### src/rtl/parity_pkg.sv
// Shared types and constants for the parity serial receiver slice.
// Latency: n/a (declarations only). Backpressure: n/a.
// Error-count width is used only when PARITY_RX_ERR_COUNT_EN is defined.
package parity_pkg;

    typedef enum logic [1:0] {
        IDLE,
        DATA,
        PARITY,
        STOP
    } rx_state_e;

    localparam logic START_BIT = 1'b0;
    localparam logic STOP_BIT  = 1'b1;

    localparam bit PAR_EVEN = 1'b0;
    localparam bit PAR_ODD  = 1'b1;

    localparam int ERR_CNT_W = 8;

endpackage

### src/rtl/parity_serial_rx_if.sv
// Output word handshake between the serial receiver and its consumer.
// Latency: n/a (wiring only). Backpressure: consumer holds out_ready low to stall.
// master = receiver side, slave = consumer side.
interface parity_serial_rx_if #(
    parameter int DATA_W = 4
);
    logic              out_valid;
    logic              out_ready;
    logic [DATA_W-1:0] out_data;
    logic              out_parity;
    logic              parity_err;
    logic              frame_err;
    logic              overrun;

    modport master (
        output out_valid, out_data, out_parity, parity_err, frame_err, overrun,
        input  out_ready
    );

    modport slave (
        input  out_valid, out_data, out_parity, parity_err, frame_err, overrun,
        output out_ready
    );
endinterface

### src/rtl/parity_rx_outbuf.sv
// One-entry holding register for received words, with overrun pulse on drop.
// Latency: word visible the cycle after frame_vld. Backpressure: drops new frame when full and not draining.
module parity_rx_outbuf #(
    parameter int DATA_W = 4
) (
    input  logic                 clk,
    input  logic                 rst,
    input  logic                 frame_vld,
    input  logic [DATA_W-1:0]    frame_dat,
    input  logic                 frame_par,
    input  logic                 frame_perr,
    input  logic                 frame_ferr,
    parity_serial_rx_if.master   bus
);

    logic              valid_q, valid_d;
    logic [DATA_W-1:0] data_q, data_d;
    logic              par_q, par_d;
    logic              perr_q, perr_d;
    logic              ferr_q, ferr_d;
    logic              ovr_q, ovr_d;
    logic              load;

    // A slot frees up in the same cycle the current word is accepted.
    assign load = frame_vld && (!valid_q || bus.out_ready);

    always_comb begin
        valid_d = valid_q;
        data_d  = data_q;
        par_d   = par_q;
        perr_d  = perr_q;
        ferr_d  = ferr_q;
        ovr_d   = frame_vld && !load;
        if (load) begin
            valid_d = 1'b1;
            data_d  = frame_dat;
            par_d   = frame_par;
            perr_d  = frame_perr;
            ferr_d  = frame_ferr;
        end else if (valid_q && bus.out_ready) begin
            valid_d = 1'b0;
        end
    end

    always_ff @(posedge clk or posedge rst) begin
        if (rst) begin
            valid_q <= 1'b0;
            data_q  <= '0;
            par_q   <= 1'b0;
            perr_q  <= 1'b0;
            ferr_q  <= 1'b0;
            ovr_q   <= 1'b0;
        end else begin
            valid_q <= valid_d;
            data_q  <= data_d;
            par_q   <= par_d;
            perr_q  <= perr_d;
            ferr_q  <= ferr_d;
            ovr_q   <= ovr_d;
        end
    end

    assign bus.out_valid  = valid_q;
    assign bus.out_data   = data_q;
    assign bus.out_parity = par_q;
    assign bus.parity_err = perr_q;
    assign bus.frame_err  = ferr_q;
    assign bus.overrun    = ovr_q;

endmodule

### src/rtl/parity_serial_rx.sv
// Bit-serial frame receiver (start, DATA_W data LSB first, parity, stop) feeding a one-word output buffer.
// Latency: out_valid rises the cycle after the stop-bit sample. Backpressure: buffer full drops frame, pulses overrun.
// Optional PARITY_RX_ERR_COUNT_EN adds a saturating error counter (err_clr / err_count).
module parity_serial_rx
    import parity_pkg::*;
#(
    parameter int DATA_W     = 4,
    parameter bit PARITY_ODD = PAR_EVEN
) (
    input  logic                  clk,
    input  logic                  rst,
    input  logic                  bit_en,
    input  logic                  rx_in,
`ifdef PARITY_RX_ERR_COUNT_EN
    input  logic                  err_clr,
    output logic [ERR_CNT_W-1:0]  err_count,
`endif
    parity_serial_rx_if.master    bus
);

    localparam int CNT_W = (DATA_W > 1) ? $clog2(DATA_W) : 1;

    rx_state_e         state_q, state_d;
    logic [CNT_W-1:0]  cnt_q, cnt_d;
    logic [DATA_W-1:0] shift_q, shift_d;
    logic              par_q, par_d;
    logic              frame_vld;
    logic              frame_perr;
    logic              frame_ferr;

    always_comb begin
        state_d   = state_q;
        cnt_d     = cnt_q;
        shift_d   = shift_q;
        par_d     = par_q;
        frame_vld = 1'b0;
        if (bit_en) begin
            unique case (state_q)
                IDLE: begin
                    if (rx_in == START_BIT) begin
                        state_d = DATA;
                        cnt_d   = '0;
                    end
                end
                DATA: begin
                    // New bit enters at the MSB so the first bit ends up as the LSB.
                    shift_d         = shift_q >> 1;
                    shift_d[DATA_W-1] = rx_in;
                    if (cnt_q == CNT_W'(DATA_W - 1)) begin
                        state_d = PARITY;
                    end else begin
                        cnt_d = cnt_q + 1'b1;
                    end
                end
                PARITY: begin
                    par_d   = rx_in;
                    state_d = STOP;
                end
                STOP: begin
                    frame_vld = 1'b1;
                    state_d   = IDLE;
                end
                default: state_d = IDLE;
            endcase
        end
    end

    assign frame_perr = (^shift_q) ^ par_q ^ PARITY_ODD;
    assign frame_ferr = (rx_in != STOP_BIT);

    always_ff @(posedge clk or posedge rst) begin
        if (rst) begin
            state_q <= IDLE;
            cnt_q   <= '0;
            shift_q <= '0;
            par_q   <= 1'b0;
        end else begin
            state_q <= state_d;
            cnt_q   <= cnt_d;
            shift_q <= shift_d;
            par_q   <= par_d;
        end
    end

    parity_rx_outbuf #(
        .DATA_W (DATA_W)
    ) u_outbuf (
        .clk        (clk),
        .rst        (rst),
        .frame_vld  (frame_vld),
        .frame_dat  (shift_q),
        .frame_par  (par_q),
        .frame_perr (frame_perr),
        .frame_ferr (frame_ferr),
        .bus        (bus)
    );

`ifdef PARITY_RX_ERR_COUNT_EN
    logic [ERR_CNT_W-1:0] err_count_q, err_count_d;
    logic                 err_inc;

    // A completed frame either loads (count its error flags) or is dropped (count the overrun).
    assign err_inc = frame_vld &&
                     (frame_perr || frame_ferr || (bus.out_valid && !bus.out_ready));

    always_comb begin
        err_count_d = err_count_q;
        if (err_clr) begin
            err_count_d = '0;
        end else if (err_inc && (err_count_q != {ERR_CNT_W{1'b1}})) begin
            err_count_d = err_count_q + 1'b1;
        end
    end

    always_ff @(posedge clk or posedge rst) begin
        if (rst) begin
            err_count_q <= '0;
        end else begin
            err_count_q <= err_count_d;
        end
    end

    assign err_count = err_count_q;
`endif

endmodule

### src/flat_wrapper.sv
// flat-port wrapper written by rule: the top's interface ports become plain ports
module parity_serial_rx_flat import parity_pkg::*;
#(
    parameter int DATA_W     = 4,
    parameter bit PARITY_ODD = PAR_EVEN
)
  (clk, rst, bit_en, rx_in, bus_out_valid, bus_out_data, bus_out_parity, bus_parity_err, bus_frame_err, bus_overrun, bus_out_ready);
  parity_serial_rx_if #(.DATA_W(DATA_W)) bus_i ();
  input  logic clk;
  input  logic rst;
  input  logic bit_en;
  input  logic rx_in;
  output wire logic [$bits(bus_i.out_valid)-1:0] bus_out_valid;
  output wire logic [$bits(bus_i.out_data)-1:0] bus_out_data;
  output wire logic [$bits(bus_i.out_parity)-1:0] bus_out_parity;
  output wire logic [$bits(bus_i.parity_err)-1:0] bus_parity_err;
  output wire logic [$bits(bus_i.frame_err)-1:0] bus_frame_err;
  output wire logic [$bits(bus_i.overrun)-1:0] bus_overrun;
  input wire logic [$bits(bus_i.out_ready)-1:0] bus_out_ready;
  assign bus_out_valid = bus_i.out_valid;
  assign bus_out_data = bus_i.out_data;
  assign bus_out_parity = bus_i.out_parity;
  assign bus_parity_err = bus_i.parity_err;
  assign bus_frame_err = bus_i.frame_err;
  assign bus_overrun = bus_i.overrun;
  assign bus_i.out_ready = bus_out_ready;
  parity_serial_rx #(.DATA_W(DATA_W), .PARITY_ODD(PARITY_ODD)) u_core (.clk(clk), .rst(rst), .bit_en(bit_en), .rx_in(rx_in), .bus(bus_i));
endmodule
### config.mk
export PLATFORM = sky130hd
export DESIGN_NAME = parity_serial_rx_flat
export DESIGN_NICKNAME = d
export VERILOG_FILES = /design/src/rtl/parity_pkg.sv /design/src/rtl/parity_serial_rx_if.sv /design/src/rtl/parity_rx_outbuf.sv /design/src/rtl/parity_serial_rx.sv /design/src/flat_wrapper.sv
export SDC_FILE = /design/constraint.sdc
export NUM_CORES = 1
export LEC_CHECK = 0
export CORE_MARGIN = 2
export CORE_UTILIZATION = 54
export CTS_CLUSTER_SIZE = 24
export DETAILED_ROUTE_END_ITERATION = 6
export GPL_TIMING_DRIVEN = 0
export PLACE_DENSITY = 0.79
export SLEW_MARGIN = 20
export SYNTH_ARGS = -nofsm -noshare
export SYNTH_HDL_FRONTEND = slang
export SYNTH_SLANG_ARGS = --single-unit
### constraint.sdc
create_clock -name clk -period 4.6 [get_ports clk]
set_clock_uncertainty 0.15 [all_clocks]
set_input_delay 1.38 -clock clk [delete_from_list [all_inputs] [get_ports clk]]
set_output_delay 1.38 -clock clk [all_outputs]
set_load 0.02 [all_outputs]
## Yosys cells after proc, flatten, opt, wreduce, memory -nomap -nowiden

Index checks and enable logic that the tools add are counted.
W data, S select, Z words.

- Add/sub/neg operators: 1
- Multiply operators: 0
- Divide/modulo/power cells: 0
- Order comparisons: 0
- Eq/ne operators: 7
- Shift operators: 0
- Multiplexer cells: 10
- Bitwise gates (word level): 2
- Reductions and logical operators: 14

Operators with widths:

| kind | count |
|---|---|
| $mux W2 | 4 |
| $pmux W2 S4 | 1 |
| $eq A2 B2 Y1 const B | 3 |
| $mux W1 | 4 |
| $ne A2 B2 Y1 const B | 2 |
| $pmux W2 S2 | 1 |
| $reduce_and A2 Y1 | 2 |
| $reduce_and A4 Y1 | 1 |
| $reduce_bool A2 Y1 | 2 |
| $reduce_xor A4 Y1 | 1 |
| $logic_and A1 B1 Y1 | 3 |
| $reduce_and A3 Y1 | 1 |
| $add A2 B1 Y2 const B | 1 |
| $eq A2 B1 Y1 const B | 1 |
| $logic_not A1 Y1 | 2 |
| $logic_not A2 Y1 | 1 |
| $ne A2 B1 Y1 const B | 1 |
| $logic_or A1 B1 Y1 | 1 |
| $not A1 Y1 | 1 |
| $xor A1 B1 Y1 | 1 |

- Register bits: 18
- Latch bits: 0
- RAM bits: 0
- Memory bits (read-only): 0
- Input port bits: 5
- Memories kept: 0

## Depth between registers and ports, before layout

Gate-level depths: netlist (run 1).

- Depth in word-level cells: 6
- Gate-level depth with buffers: 5
- Mapped depth without buffers: 5

## Cells and area by module

A second synthesis (run 1) with hierarchy kept.

- Cell total of the unflattened synthesis: 69
- Area, all modules: 915.9 um^2

Modules (own cells, without submodules):

| module | times used | cells an instance | area each (um^2) |
|---|---|---|---|
| parity_serial_rx | 1 | 47 | 545.5 |
| parity_rx_outbuf | 1 | 22 | 370.4 |

## Worst setup path after synthesis (run 1)

OpenSTA, ideal clock, no wires.

- Path type: input-to-reg
- Start: in bus_out_ready
- End: reg u_core.u_outbuf.data_q[0] (netlist: u_core.u_outbuf.bus.out_data[0])
- Library setup time: 125 ps
- Arrival time: 2121 ps
- Data required time: 4325 ps
- Path slack: 2204 ps
- Cell stages on the path: 4
- Buffers on the path: 1
- Cells stage by stage: nand2b_1 nor2b_1 buf_2 mux2_2

- Word-level cells in the longest chain between the ends: 2

RTL lines:

| item | RTL line | source |
|---|---|---|
| start: declaration | flat_wrapper.sv:19 | `input wire logic [$bits(bus_i.out_ready)-1:0] bus_out_ready;` |
| $logic_or A1 B1 Y1 | parity_rx_outbuf.sv:25 | `assign load = frame_vld && (!valid_q \|\| bus.out_ready);` |
| $logic_and A1 B1 Y1 | parity_rx_outbuf.sv:25 |  |
| end signal: assignment | parity_rx_outbuf.sv:55 | `data_q <= data_d;` |
| end: declaration | parity_rx_outbuf.sv:17 | `logic [DATA_W-1:0] data_q, data_d;` |

Every way passes these cells.
A chain may end at the register's enable or synchronous reset.

## Worst setup path after layout (run 1)

- Start: reg u_core.u_outbuf.ferr_q (netlist: u_core.u_outbuf.bus.frame_err)
- End: out bus_frame_err

RTL lines:

| item | RTL line | source |
|---|---|---|
| start: declaration | parity_rx_outbuf.sv:20 | `logic ferr_q, ferr_d;` |
| start signal: assignment | parity_rx_outbuf.sv:58 | `ferr_q <= ferr_d;` |
| end: declaration | flat_wrapper.sv:17 | `output wire logic [$bits(bus_i.frame_err)-1:0] bus_frame_err;` |

No word-level cell between the ends.

==> results.yml, run 1 <==
finish:
  layout_commonest_cell: "dfrtp_1"
  layout_common_cells: "dfrtp_1, clkdlybuf4s50_1, mux2_2"
  layout.cells.non_filler: 96
  nNetsFinal: 93
  diodes: 0
  syn2layout_area_growth_pct: 20.3
  fillCellCount: 110
  layout-drive-gt1-share_pct: 21.3
timing:
  worst_pin_slew_ns: 0.660
  period_share_pct: 60.6
  slew-limit-headroom_pct: 56.0
  setup_viol: 0
  hold_viol: 0
  clock.fmax_mhz: 359
  min_period_ns: 2.79
  grt_setup_unrepaired: "false"
  tns_ns: 0
  drv_slew: 0
routing:
  drt_iter0_drc: 5
  firstDrtPassIters: 3
  drc: 0
  drt-wirelength-per-cell_um: 13.1
  detail-route-antenna-nets: 0
  wirelength_um: 1260
  via_count: 507
  via_per_inst: 5.28
cts:
  cts_buffer_depth: 2
  cts_resized: 0
  cts_root_buf: "clkbuf_4"
  cts_max_level: 1
  cts_tree: "done"
  clk_pin_slew_ns: 0.10
  post_cts_buffers: 0
  cts_buffers: 3
  clock_latency_ns: 0.30
  postCtsHoldBufs: 0
  cts.sinks: 18
place:
  port_buffers: 13
  dp.final_hpwl_um: 932
  place.gp.congestion: 0.688
  place_inst: 93
die:
  die-area_mm2: 0.00191
  die_h_um: 43.7
  core-area_mm2: 0.00149
  io_pins: 14
  start_util_pct: 57.1
  fp.dieW_um: 43.7
  num_rows: 14
global_route:
  grt_usage_pct: 17.3
  grt_pass1_vias: 557
  grt_pass1_wl_um: 2330
  antenna_found_initial: 0
  grt_max_degree: 19
  overflow: 0
critical_path:
  cp-start-kind: "register"
  arrival_ns: 1.26
  worst-path-buf-inv: 1
  cp_slowest_cell: "clkdlybuf4s50_1"
  worstSetupEndpointType: "output pin"
  crit_path_max_incr_delay_ns: 0.60
  crit_type: "reg2out"
  path_delay_family: "buffers and inverters"
  crit_path_max_fanout: 2
  worst_ep_required_time_ns: 3.07
  worstPathCellList: "clkdlybuf4s50_1"
logic_synthesis:
  yosysWarnings: 0
  syn_avg_cell_area_um2: 13.3
  ys_ff_latch: 18
  synth.distinct_cells: 20
  syn-num-nets: 75
  seq_area_frac_synth_pct: 52.9
  syn_area_um2: 851
  synthCells: 64
outcome:
  status: "complete, no violations"
worst_hold_path:
  hold_path.class: "reg2reg"
power:
  ir_drop_uv: 329
  total_power_mw: 0.717
  p_leak_nw: 0.501
  power_density_mw_per_mm2: 701
flow_run:
  drv_cap: 0
## cells by family after synthesis
family	synth area share (%)
flops	52.9
mux	18.7
simple gates	8.38
fa+ha+maj	8.82
buf+inv	2.35
compound gates	4.12
xor+xnor	4.71
## Yosys cell counts
library cell,number,area (um^2)
dfrtp_1,18,450
mux2_2,11,124
ha_1,6,75.1
nand2_1,5,18.8
inv_1,4,15.0
nor2_1,3,11.3
and3_1,2,12.5
mux2i_1,2,20.0
nand2b_1,2,12.5
a211o_1,1,8.76
a21boi_2,1,11.3
a221o_1,1,10.0
and4b_1,1,10.0
buf_2,1,5.00
mux2_4,1,15.0
nor2b_1,1,6.26
o21ai_1,1,5.00
xnor2_1,1,8.76
xnor3_1,1,22.5
xor2_1,1,8.76
## power breakdown
group | total [mW] | leakage (nW) | internal [mW] | switching (mW)
clock | 0.0782 | 0.0138 | 0.0306 | 0.0477
combinational | 0.354 | 0.267 | 0.202 | 0.152
sequential | 0.285 | 0.220 | 0.234 | 0.0513
## flip-flops by register name, indices dropped and copies added, names as in the netlist
register,flops
u_core.u_outbuf.bus.out_valid,1
u_core.u_outbuf.bus.out_parity,1
u_core.u_outbuf.bus.parity_err,1
u_core.state_q,2
u_core.par_q,1
u_core.cnt_q,2
u_core.u_outbuf.bus.overrun,1
u_core.u_outbuf.bus.frame_err,1
u_core.u_outbuf.bus.out_data,4
u_core.shift_q,4
## worst paths after layout
| kind | end | slack [ns] | cells after the start | startpoint |
|---|---|---|---|---|
| min | u_core.u_outbuf.bus.out_data[3] | 0.36 | 1 | u_core.u_outbuf.bus.out_data[3] |
| min in group asynchronous | u_core.u_outbuf.bus.overrun | 1.31 | 2 | rst |
| max | bus_frame_err | 1.81 | 1 | u_core.u_outbuf.bus.frame_err |
| max reg2reg | u_core.cnt_q[0] | 2.95 | 5 | u_core.state_q[0] |
| min reg2reg | u_core.u_outbuf.bus.out_data[3] | 0.36 | 1 | u_core.u_outbuf.bus.out_data[3] |
| max in group asynchronous | u_core.u_outbuf.bus.out_valid | 2.57 | 2 | rst |
## metal layers
metal / global-route usage, % / share of wire (%) / vias up
met3: 4.17 / 4.0 / 5
met1: 20.2 / 47 / 241
met5: 0 / 0 / -
met4: 12.7 / 3.2 / 0
met2: 27.4 / 46 / 10
li1: - / - / 251
## per-stage QoR
| step | setup slack (ns) | hold slack [ns] | util [%] | area [um^2] |
|---|---|---|---|---|
| detailed placement | 1.60 | 0.345 | 67.2 | 1000 |
| global placement | 1.62 | 0.339 | 67.2 | 1000 |
| global route | 1.76 | 0.392 | 68.7 | 1020 |
| CTS | 1.80 | 0.372 | 68.7 | 1020 |
| finish | 1.81 | 0.365 | 68.7 | 1020 |
| floorplan | 2.20 | 0.327 | - | 851 |
## area by class of cell
cell class	instances	area, um^2	area share, %
Multi-Input combinational cell	41	380	37.2
Clock buffer	3	22.5	2.20
Timing Repair Buffer	13	130	12.7
Sequential cell	18	450	44.0
Buffer	1	5.00	0.489
Inverter	4	15.0	1.47
Tap cell	16	20.0	1.96
Power figures use the tool's default switching activity.
==> run 2, diff against run 1 <==
--- a/config.mk
+++ b/config.mk
@@ -6,11 +6,11 @@
 export NUM_CORES = 1
 export LEC_CHECK = 0
 export CORE_MARGIN = 2
-export CORE_UTILIZATION = 54
+export CORE_UTILIZATION = 45
 export CTS_CLUSTER_SIZE = 24
 export DETAILED_ROUTE_END_ITERATION = 6
 export GPL_TIMING_DRIVEN = 0
-export PLACE_DENSITY = 0.79
+export PLACE_DENSITY = 0.7
 export SLEW_MARGIN = 20
 export SYNTH_ARGS = -nofsm -noshare
 export SYNTH_HDL_FRONTEND = slang
==> constraint.sdc (replaced) <==
create_clock -name clk -period 2.25 [get_ports clk]
set_clock_uncertainty 0.15 [all_clocks]
set_input_delay 0.675 -clock clk [delete_from_list [all_inputs] [get_ports clk]]
set_output_delay 0.675 -clock clk [all_outputs]
set_load 0.02 [all_outputs]
==> run 2 against run 1 <==
Net effect: design area grew 2.4%; final cell count rose by 10%; routed wire length grew 0.87%; count of clock-buffer cells in the layout increased by 1; highest routed layer unchanged; clock power grew to 2.5 times the previous value; largest power group unchanged; combinational power grew 100%; critical path depth is the same.
==> results.yml, run 2 (synthesis gave the netlist of run 1 again) <==
outcome:
  status: "complete, no violations"
cts:
  post_cts_buffers: 0
  cts_tree: "done"
  cts_buffer_depth: 2
  cts_root_buf: "clkbuf_4"
  clock_latency_ns: 0.29
  cts_resized: 0
  clk_pin_slew_ns: 0.10
  postCtsHoldBufs: 0
  cts_buffers: 3
  cts.sinks: 18
  cts_max_level: 1
finish:
  syn2layout_area_growth_pct: 23.2
  multi_input_area_um2: 380
  nNetsFinal: 93
  layout_commonest_cell: "dfrtp_1"
  fin_area_mm2: 0.00105
  final-seq-area_um2: 450
  layout_common_cells: "dfrtp_1, clkdlybuf4s50_1, mux2_2"
  diodes: 0
  layout-drive-gt1-share_pct: 22.2
  fillCellCount: 149
timing:
  grt_setup_unrepaired: "false"
  tns_ns: 0
  timing.final.ws_setup_ns: 0.167
  min_period_ns: 2.08
  worst_pin_slew_ns: 0.665
  slew-limit-headroom_pct: 55.6
  setup_viol: 0
  hold_viol: 0
  drv_slew: 0
  period_share_pct: 92.6
  clock.fmax_mhz: 480
power:
  ir_drop_uv: 585
  p_leak_nw: 0.508
  total_power_mw: 1.51
  power_density_mw_per_mm2: 1440
global_route:
  grt_max_degree: 19
  grt_pass1_wl_um: 2090
  overflow: 0
  antenna_found_initial: 0
  grt_pass1_vias: 508
  grt_usage_pct: 14.1
critical_path:
  cp-start-kind: "register"
  crit_path_max_fanout: 2
  worst_ep_required_time_ns: 1.42
  crit_path_max_incr_delay_ns: 0.60
  worstSetupEndpointType: "output pin"
  arrival_ns: 1.26
  crit_type: "reg2out"
  reg2regPathDepth: 5
  worst-path-stages: 1
  cp_slowest_cell: "clkdlybuf4s50_1"
  worstPathCellList: "clkdlybuf4s50_1"
  worst-path-buf-inv: 1
  path_delay_family: "buffers and inverters"
worst_hold_path:
  hold_path.class: "reg2reg"
  hold_path_depth: 1
flow_run:
  drv_cap: 0
routing:
  drt-wirelength-per-cell_um: 12.0
  via_count: 521
  detail-route-antenna-nets: 0
  drc: 0
  via_per_inst: 4.92
  firstDrtPassIters: 4
  wirelength_um: 1270
  drt_iter0_drc: 5
place:
  port_buffers: 13
  dp.final_hpwl_um: 956
  pre_cts_slack_ns: -0.0283
  place.gp.congestion: 0.651
  dpl-instance-area_mm2: 0.00101
die:
  die_h_um: 47.5
  start_util_pct: 48.7
  die-area_mm2: 0.00225
  core-area_mm2: 0.00175
  fp.dieW_um: 47.5
  num_rows: 15
  io_pins: 14
run 2: area by class of cell:
class                   count  share of cell area, %
multi-input cells          41                   36.3
flip-flops and latches     18                   43.0
plain buffers               1                  0.477
well taps                  25                   2.98
clock buffers               4                   3.46
inverters                   4                   1.43
repair buffers             13                   12.4
run 2: path summary, 6_finish.rpt:
kind / from / endpoint / slack, ns
max: u_core.u_outbuf.bus.parity_err / bus_parity_err / 0.17
min: u_core.u_outbuf.bus.out_data[3] / u_core.u_outbuf.bus.out_data[3] / 0.36
max reg2reg: u_core.state_q[0] / u_core.cnt_q[0] / 0.59
min reg2reg: u_core.u_outbuf.bus.out_data[3] / u_core.u_outbuf.bus.out_data[3] / 0.36
max in group asynchronous: rst / u_core.cnt_q[1] / 0.91
min in group asynchronous: rst / u_core.cnt_q[0] / 0.62
run 2: through the flow:
stage | hold WS (ns) | std cells | util (%)
CTS | 0.371 | 106 | 60.1
detailed placement | 0.346 | 102 | 58.0
floorplan | 0.327 | 64 | -
finish | 0.364 | 106 | 60.1
global placement | 0.337 | 102 | 58.0
global route | 0.389 | 106 | 60.1
run 2: where the power goes:
part           switching [mW]  leakage (nW)  internal, mW  total, mW
sequential              0.108         0.220         0.477      0.585
combinational           0.311         0.267         0.412      0.723
clock                  0.0992        0.0210        0.0986      0.198
total                   0.519         0.508         0.988       1.51
run 2: layer usage:
metal  up-vias  GRT usage [%]  wire length, um
li1        253              -                -
met1       252           17.0              627
met2        12           21.9              555
met3         4           3.40               43
met4         0           10.0               42
met5         -              0                0
